[config.mk]
export PLATFORM = sky130hd
export DESIGN_NAME = data_mem_arbiter
export DESIGN_NICKNAME = d
export VERILOG_FILES = /design/src/rtl/data_mem_arbiter.sv
export SDC_FILE = /design/constraint.sdc
export NUM_CORES = 1
export LEC_CHECK = 0
export ABC_AREA = 1
export CORE_AREA = 2 2 229 231
export DETAILED_ROUTE_END_ITERATION = 16
export DIE_AREA = 0 0 231 233
export HOLD_SLACK_MARGIN = 0.06
export PLACE_DENSITY_LB_ADDON = 0.05
export SLEW_MARGIN = 10
export SYNTH_ARGS = -nofsm -noshare
export SYNTH_HDL_FRONTEND = slang
export SYNTH_SLANG_ARGS = --single-unit
[constraint.sdc]
create_clock -name clk -period 1.3 [get_ports clk]
set_input_delay 0.26 -clock clk [delete_from_list [all_inputs] [get_ports clk]]
set_output_delay 0.26 -clock clk [all_outputs]
set_load 0.1 [all_outputs]
[src/rtl/data_mem_arbiter.sv]
// Round-robin arbiter that shares one data memory between the CPU memory stage
// and a DMA/debug loader, holding strobes for MEM_LATENCY cycles per access.
module data_mem_arbiter #(
  parameter int WORD        = 64,
  parameter int MEM_LATENCY = 2
) (
  input  logic            clk,
  input  logic            reset,
  input  logic            cpu_req,
  input  logic            cpu_we,
  input  logic [WORD-1:0] cpu_addr,
  input  logic [WORD-1:0] cpu_wdata,
  output logic            cpu_ack,
  output logic [WORD-1:0] cpu_rdata,
  input  logic            dma_req,
  input  logic            dma_we,
  input  logic [WORD-1:0] dma_addr,
  input  logic [WORD-1:0] dma_wdata,
  output logic            dma_ack,
  output logic [WORD-1:0] dma_rdata,
  output logic            mem_read,
  output logic            mem_write,
  output logic [WORD-1:0] mem_address,
  output logic [WORD-1:0] mem_write_data,
  input  logic [WORD-1:0] mem_read_data,
  output logic            busy
);
  localparam int CW = 4;

  typedef enum logic [1:0] {IDLE, ACCESS, DONE} state_e;

  state_e          state_q, state_d;
  logic [CW-1:0]   cnt_q;
  logic            owner_q;   // 1 = DMA owns the current access
  logic            last_q;    // 1 = DMA was granted last
  logic            we_q;
  logic [WORD-1:0] addr_q, wdata_q, cpu_rdata_q, dma_rdata_q;
  logic            any_req, grant_dma;

  assign any_req   = cpu_req | dma_req;
  // On a tie the requester that was not granted last wins.
  assign grant_dma = dma_req & (~cpu_req | ~last_q);

  always_ff @(posedge clk) begin
    if (reset) state_q <= IDLE;
    else       state_q <= state_d;
  end

  always_comb begin
    state_d = state_q;
    case (state_q)
      IDLE:    if (any_req) state_d = ACCESS;
      ACCESS:  if (cnt_q == '0) state_d = DONE;
      DONE:    state_d = IDLE;
      default: state_d = IDLE;
    endcase
  end

  always_comb begin
    mem_read  = (state_q == ACCESS) & ~we_q;
    mem_write = (state_q == ACCESS) &  we_q;
    cpu_ack   = (state_q == DONE)   & ~owner_q;
    dma_ack   = (state_q == DONE)   &  owner_q;
    busy      = (state_q != IDLE);
  end

  always_ff @(posedge clk) begin
    if (reset) begin
      cnt_q       <= '0;
      owner_q     <= 1'b0;
      last_q      <= 1'b1;
      we_q        <= 1'b0;
      addr_q      <= '0;
      wdata_q     <= '0;
      cpu_rdata_q <= '0;
      dma_rdata_q <= '0;
    end else begin
      if (state_q == IDLE && any_req) begin
        owner_q <= grant_dma;
        last_q  <= grant_dma;
        we_q    <= grant_dma ? dma_we    : cpu_we;
        addr_q  <= grant_dma ? dma_addr  : cpu_addr;
        wdata_q <= grant_dma ? dma_wdata : cpu_wdata;
        cnt_q   <= CW'(MEM_LATENCY - 1);
      end
      if (state_q == ACCESS) begin
        if (cnt_q != '0) cnt_q <= cnt_q - 1'b1;
        else if (!we_q) begin
          if (owner_q) dma_rdata_q <= mem_read_data;
          else         cpu_rdata_q <= mem_read_data;
        end
      end
    end
  end

  assign mem_address    = addr_q;
  assign mem_write_data = wdata_q;
  assign cpu_rdata      = cpu_rdata_q;
  assign dma_rdata      = dma_rdata_q;

endmodule

=== After elaboration in Yosys (flattened, before gate mapping) ===
Cells that the tools add are included.

* Bits of input ports: 326
* Register bits after elaboration: 265

* Mux-type cells: 9
* Reduce and logical (&&, ||, !) cells: 8
* Bitwise gates (word level): 12
* Add/subtract/negate cells: 1
* Equality and inequality tests: 4

{| class="wikitable"
|+ Operator list
! operator !! count
|-
| $mux 64 || 2
|-
| $mux 4 || 3
|-
| $reduce_and 4->1 || 2
|-
| $and 1x1->1 || 5
|-
| $not 1->1 || 5
|-
| $logic_not 4->1 || 1
|-
| $mux 2 || 2
|-
| $ne 2x2->1 const B || 2
|-
| $pmux 2 s2 || 1
|-
| $reduce_bool 4->1 || 1
|-
| $sub 4x1->4 const B || 1
|-
| $eq 2x1->1 const B || 1
|-
| $eq 2x2->1 const B || 1
|-
| $logic_not 2->1 || 1
|-
| $or 1x1->1 || 2
|-
| $reduce_and 2->1 || 1
|-
| $reduce_bool 2->1 || 1
|-
| $logic_and 1x1->1 || 1
|-
| $mux 1 || 1
|}

=== Longest topological paths before layout ===
* Depth in word-level cells: 5
* Gate-level depth with buffers: 9
* Mapped depth without buffers: 7

=== Least setup slack after synthesis ===
OpenSTA, ideal clock, no wires.

* Kind: reg-to-output
* Start point: register owner_q
* End point: output dma_ack
* Slack: -1834 ps
* Data arrival time: 2874 ps
* Buffers on the path: 2
* Stages on the path, launching flop included: 5
* Cell sequence: dfxtp_1 inv_1 clkbuf_1 clkbuf_1 nor3_1

* Cells in the longest elaborated chain, start to end: 1

{| class="wikitable"
|+ Ends and longest elaborated chain
! what !! RTL line !! source
|-
| from (decl) || 34 || <nowiki>logic owner_q;</nowiki>
|-
| from (signal assigned) || 79 || <nowiki>owner_q <= grant_dma;</nowiki>
|-
| $and 1x1->1 || 63 || <nowiki>dma_ack = (state_q == DONE) & owner_q;</nowiki>
|-
| to (decl) || 19 || <nowiki>output logic dma_ack,</nowiki>
|}

No other way between the ends.

=== Worst setup path in the final report ===
* Start point: register state_q[1]
* End point: output mem_write

* Cells in the longest elaborated chain, start to end: 2

{| class="wikitable"
|+ Ends and longest elaborated chain
! what !! RTL line !! source
|-
| from (decl) || 32 || <nowiki>state_e state_q, state_d;</nowiki>
|-
| from (signal assigned) || 46 || <nowiki>else state_q <= state_d;</nowiki>
|-
| $eq 2x1->1 || 61 || <nowiki>mem_write = (state_q == ACCESS) & we_q;</nowiki>
|-
| $and 1x1->1 || 61 ||
|-
| to (decl) || 22 || <nowiki>output logic mem_write,</nowiki>
|}

No other way between the ends.

==> flow_summary.yaml <==
synth:
  part_of_the_yosys_area_used_for_sequential_elements_pct: 46.60
  yosysWarnings: 0
  synthCells: 1668
  synth.top_cell.area_share_pct: 46.60
  syn_area_um2: 11380
  yosys.area.top_type: "sky130_fd_sc_hd__dfxtp_1"
  post_synth_num_cell_types: 22
  synth.area.top_cells: "sky130_fd_sc_hd__dfxtp_1, sky130_fd_sc_hd__nand2_1, sky130_fd_sc_hd__nor2_1"
  asyncSetResetFlopFracSynth_pct: 0
  count_leader_synth: "sky130_fd_sc_hd__nand2_1"
  synthTopCellsByCount: "sky130_fd_sc_hd__nand2_1, sky130_fd_sc_hd__nor2_1, sky130_fd_sc_hd__dfxtp_1"
  syn_nets: 1995
  dominantRegCellSynth: "sky130_fd_sc_hd__dfxtp_1"
  postSynthRegisterBits: 265
  synth_enable_flop_cells: 0
  syn_avg_cell_area_um2: 6.825
die:
  coreArea_um2: 51090
  start_util_pct: 22.28
  chipHeight_um: 233
  ios: 587
  die_width_um: 231
  die_area_um2: 53820
  placement_rows: 83
timing:
  timing_hold_violations_final: 0
  setup_repair_after_global_routing_missed_its_margin: "true"
  setup-violations-final: 524
  period_minus_slack_ns: 1.774
  worstMarginPinSlew_ns: 0.3346
  finalSetupTns_ns: -81.78
  final_critical_path_setup_slack_ns: -0.4740
  achievable-frequency_mhz: 563.7
  slew-limit-headroom_pct: 77.69
  drv_slew: 0
  finClkSkew_ns: 0.01429
  fin_worst_hold_slack_ns: 0.3153
  layout_worst_path_cycle_share_pct: 136.5
min_path:
  holdCritPathClass: "in2reg"
  hold_path_depth: 3
outcome:
  outcome: "complete, but fails checks"
  violations: "negative setup slack"
cts:
  tritoncts.num_buffers: 36
  cts_buffer_depth: 3
  numClockSinks: 265
  tritoncts: "yes"
  clock_pin_slew_worst_setup_and_hold_paths_ns: 0.06
  cts_htree_levels: 2
  root_buffer: "sky130_fd_sc_hd__clkbuf_16"
  worst_skew_pair.late_latency_ns: 0.54
route:
  drc_errors: 0
  firstDrtPassIters: 4
  via_count: 13896
  drt_first_iter_violations: 494
  route.antenna.remaining_nets: 0
  wl_um: 59810
  vias_per_cell: 4.410
  post_drt_wl_per_cell_um: 18.98
placement:
  io_buffer_count: 586
  placed_area_um2: 22120
  routabilityCongestion: 0.8093
  place.detailed.hpwl_um: 39570
critical_path:
  cp_max_fo: 5
  worstRegToRegCells: 11
  timing.critical_path.to_type: "primary output"
  cp.required_ns: 1.04
  timing_worst_setup_path_type: "reg2out"
  cp_data_arrival_time_ns: 1.51
  worstSetupStartpointType: "flop"
global_route:
  grt_max_degree: 43
  grt_antenna_before_repair: 20
  track_usage_pct: 21.28
  first_pass_grt_wire_length_um: 86560
  first_global_vias: 13981
  total_overflow_reported_by_the_global_router: 0
layout:
  numnets_final: 2762
  growth_of_design_area_from_synthesis_to_finish_pct: 146.7
  finalInstanceArea_um2: 28080
  post_route_cells_drive_above_1_share_pct: 55.67
run:
  drv.max_cap_violation_count: 0
power:
  worst_ir_drop_vdd_mv: 0.7458
  pwr_density_cell_nw_per_um2: 1456
  p_leak_nw: 11.82
## worst max-delay path, cell delays in order, from the launching register on
cell,delay [ns]
sky130_fd_sc_hd__dfxtp_2,0.32
sky130_fd_sc_hd__buf_6,0.11
sky130_fd_sc_hd__inv_4,0.05
sky130_fd_sc_hd__buf_6,0.12
sky130_fd_sc_hd__nand2_4,0.08
sky130_fd_sc_hd__nor2_4,0.11
sky130_fd_sc_hd__buf_12,0.18
## per-layer routing
metal / share of wire, % / track usage [%] / vias to the layer above
li1: - / - / 6864
met1: 36 / 22.78 / 6481
met2: 51 / 36.74 / 399
met3: 8.9 / 8.725 / 130
met4: 3.8 / 9.375 / 22
met5: 0.24 / 0 / -
## path summary, 6_finish.rpt
kind,startpoint,to,slack [ns]
worst max-delay path,state_q[1],mem_write,-0.47
worst min-delay path,dma_wdata[55],mem_write_data[55],0.32
worst max register to register,state_q[1],mem_address[60],-0.40
worst min register to register,cpu_rdata[46],cpu_rdata[46],0.49
## cell usage in the layout (no fill, tap or decap), types with 3 or more instances in the layout
cell,count
sky130_fd_sc_hd__a21oi_2,166
sky130_fd_sc_hd__nand2_1,258
sky130_fd_sc_hd__nand3_1,8
sky130_fd_sc_hd__o21ai_1,56
sky130_fd_sc_hd__inv_6,3
sky130_fd_sc_hd__clkdlybuf4s50_1,325
sky130_fd_sc_hd__a21oi_1,29
sky130_fd_sc_hd__clkinv_2,4
sky130_fd_sc_hd__nor2_1,283
sky130_fd_sc_hd__nor2_4,27
sky130_fd_sc_hd__a21oi_4,3
sky130_fd_sc_hd__clkbuf_1,11
sky130_fd_sc_hd__diode_2,12
sky130_fd_sc_hd__buf_4,107
sky130_fd_sc_hd__nor2_2,20
sky130_fd_sc_hd__nand2_4,124
sky130_fd_sc_hd__clkbuf_8,8
sky130_fd_sc_hd__buf_8,25
sky130_fd_sc_hd__dfxtp_4,52
sky130_fd_sc_hd__buf_6,30
sky130_fd_sc_hd__o21ai_2,29
sky130_fd_sc_hd__nand3_2,55
sky130_fd_sc_hd__inv_1,68
sky130_fd_sc_hd__o21ai_0,46
sky130_fd_sc_hd__clkbuf_16,42
sky130_fd_sc_hd__nand3_4,8
sky130_fd_sc_hd__dfxtp_1,4
sky130_fd_sc_hd__buf_12,329
sky130_fd_sc_hd__inv_4,4
sky130_fd_sc_hd__dfxtp_2,209
sky130_fd_sc_hd__nand2_2,81
sky130_fd_sc_hd__buf_16,33
## registers in the layout, summed over array words and instances, names as in the netlist
| name | cells |
|---|---|
| cnt_q | 4 |
| mem_address | 64 |
| owner_q | 1 |
| cpu_rdata | 64 |
| dma_rdata | 64 |
| mem_write_data | 64 |
| we_q | 1 |
| state_q | 2 |
| last_q | 1 |
## power breakdown
part | leakage (nW) | total, mW | internal (mW) | switching (mW)
Sequential | 2.29 | 10.4 | 9.32 | 1.07
Clock | 0.551 | 9.56 | 5.68 | 3.88
Combinational | 8.98 | 20.9 | 8.73 | 12.2
Total | 11.8 | 40.9 | 23.7 | 17.1
## area by class of cell
type	count	area (um2)
Timing Repair inverter	1	6.256
Sequential cell	265	5762
Antenna cell	12	30.03
Inverter	77	320.3
Timing Repair Buffer	854	12390
Multi-Input combinational cell	1200	7607
Fill cell	4610	23010
Clock buffer	56	1077
Clock inverter	6	37.54
Tap cell	680	850.8
## through the flow
| step | setup WS [ns] | cells | util, % | power [mW] |
|---|---|---|---|---|
| 2_1_floorplan | -0.3850 | 1668 | - | 20.62 |
| 3_3_place_gp | -0.5566 | 2894 | 43.29 | 27.41 |
| 3_5_place_dp | -0.5775 | 2894 | 43.29 | 27.50 |
| 4_1_cts | -0.5275 | 3127 | 53.65 | 41.12 |
| 5_1_grt | -0.5565 | 3148 | 54.94 | 42.54 |
| 6_report | -0.4740 | 3151 | 54.96 | 40.87 |
## what timing repair did
action	in CTS	in global routing
hold buffers	0	0
buffers inserted	123	54
cloned	54	6
setup endpoints to repair	520	525
gates resized for setup	642	325
pin swaps	155	179
## cells by family after synthesis
group                    Yosys count  synth area share (%)
AND/OR/NAND/NOR                  869                 29.56
AO/OA/AOI/OAI                    329                 14.46
flip-flops                       265                 46.60
buffers and inverters            203                 9.188
XOR/XNOR                           1               0.07695
adder cells (fa/ha/maj)            1                0.1099
(Power assumes the default switching activity.)
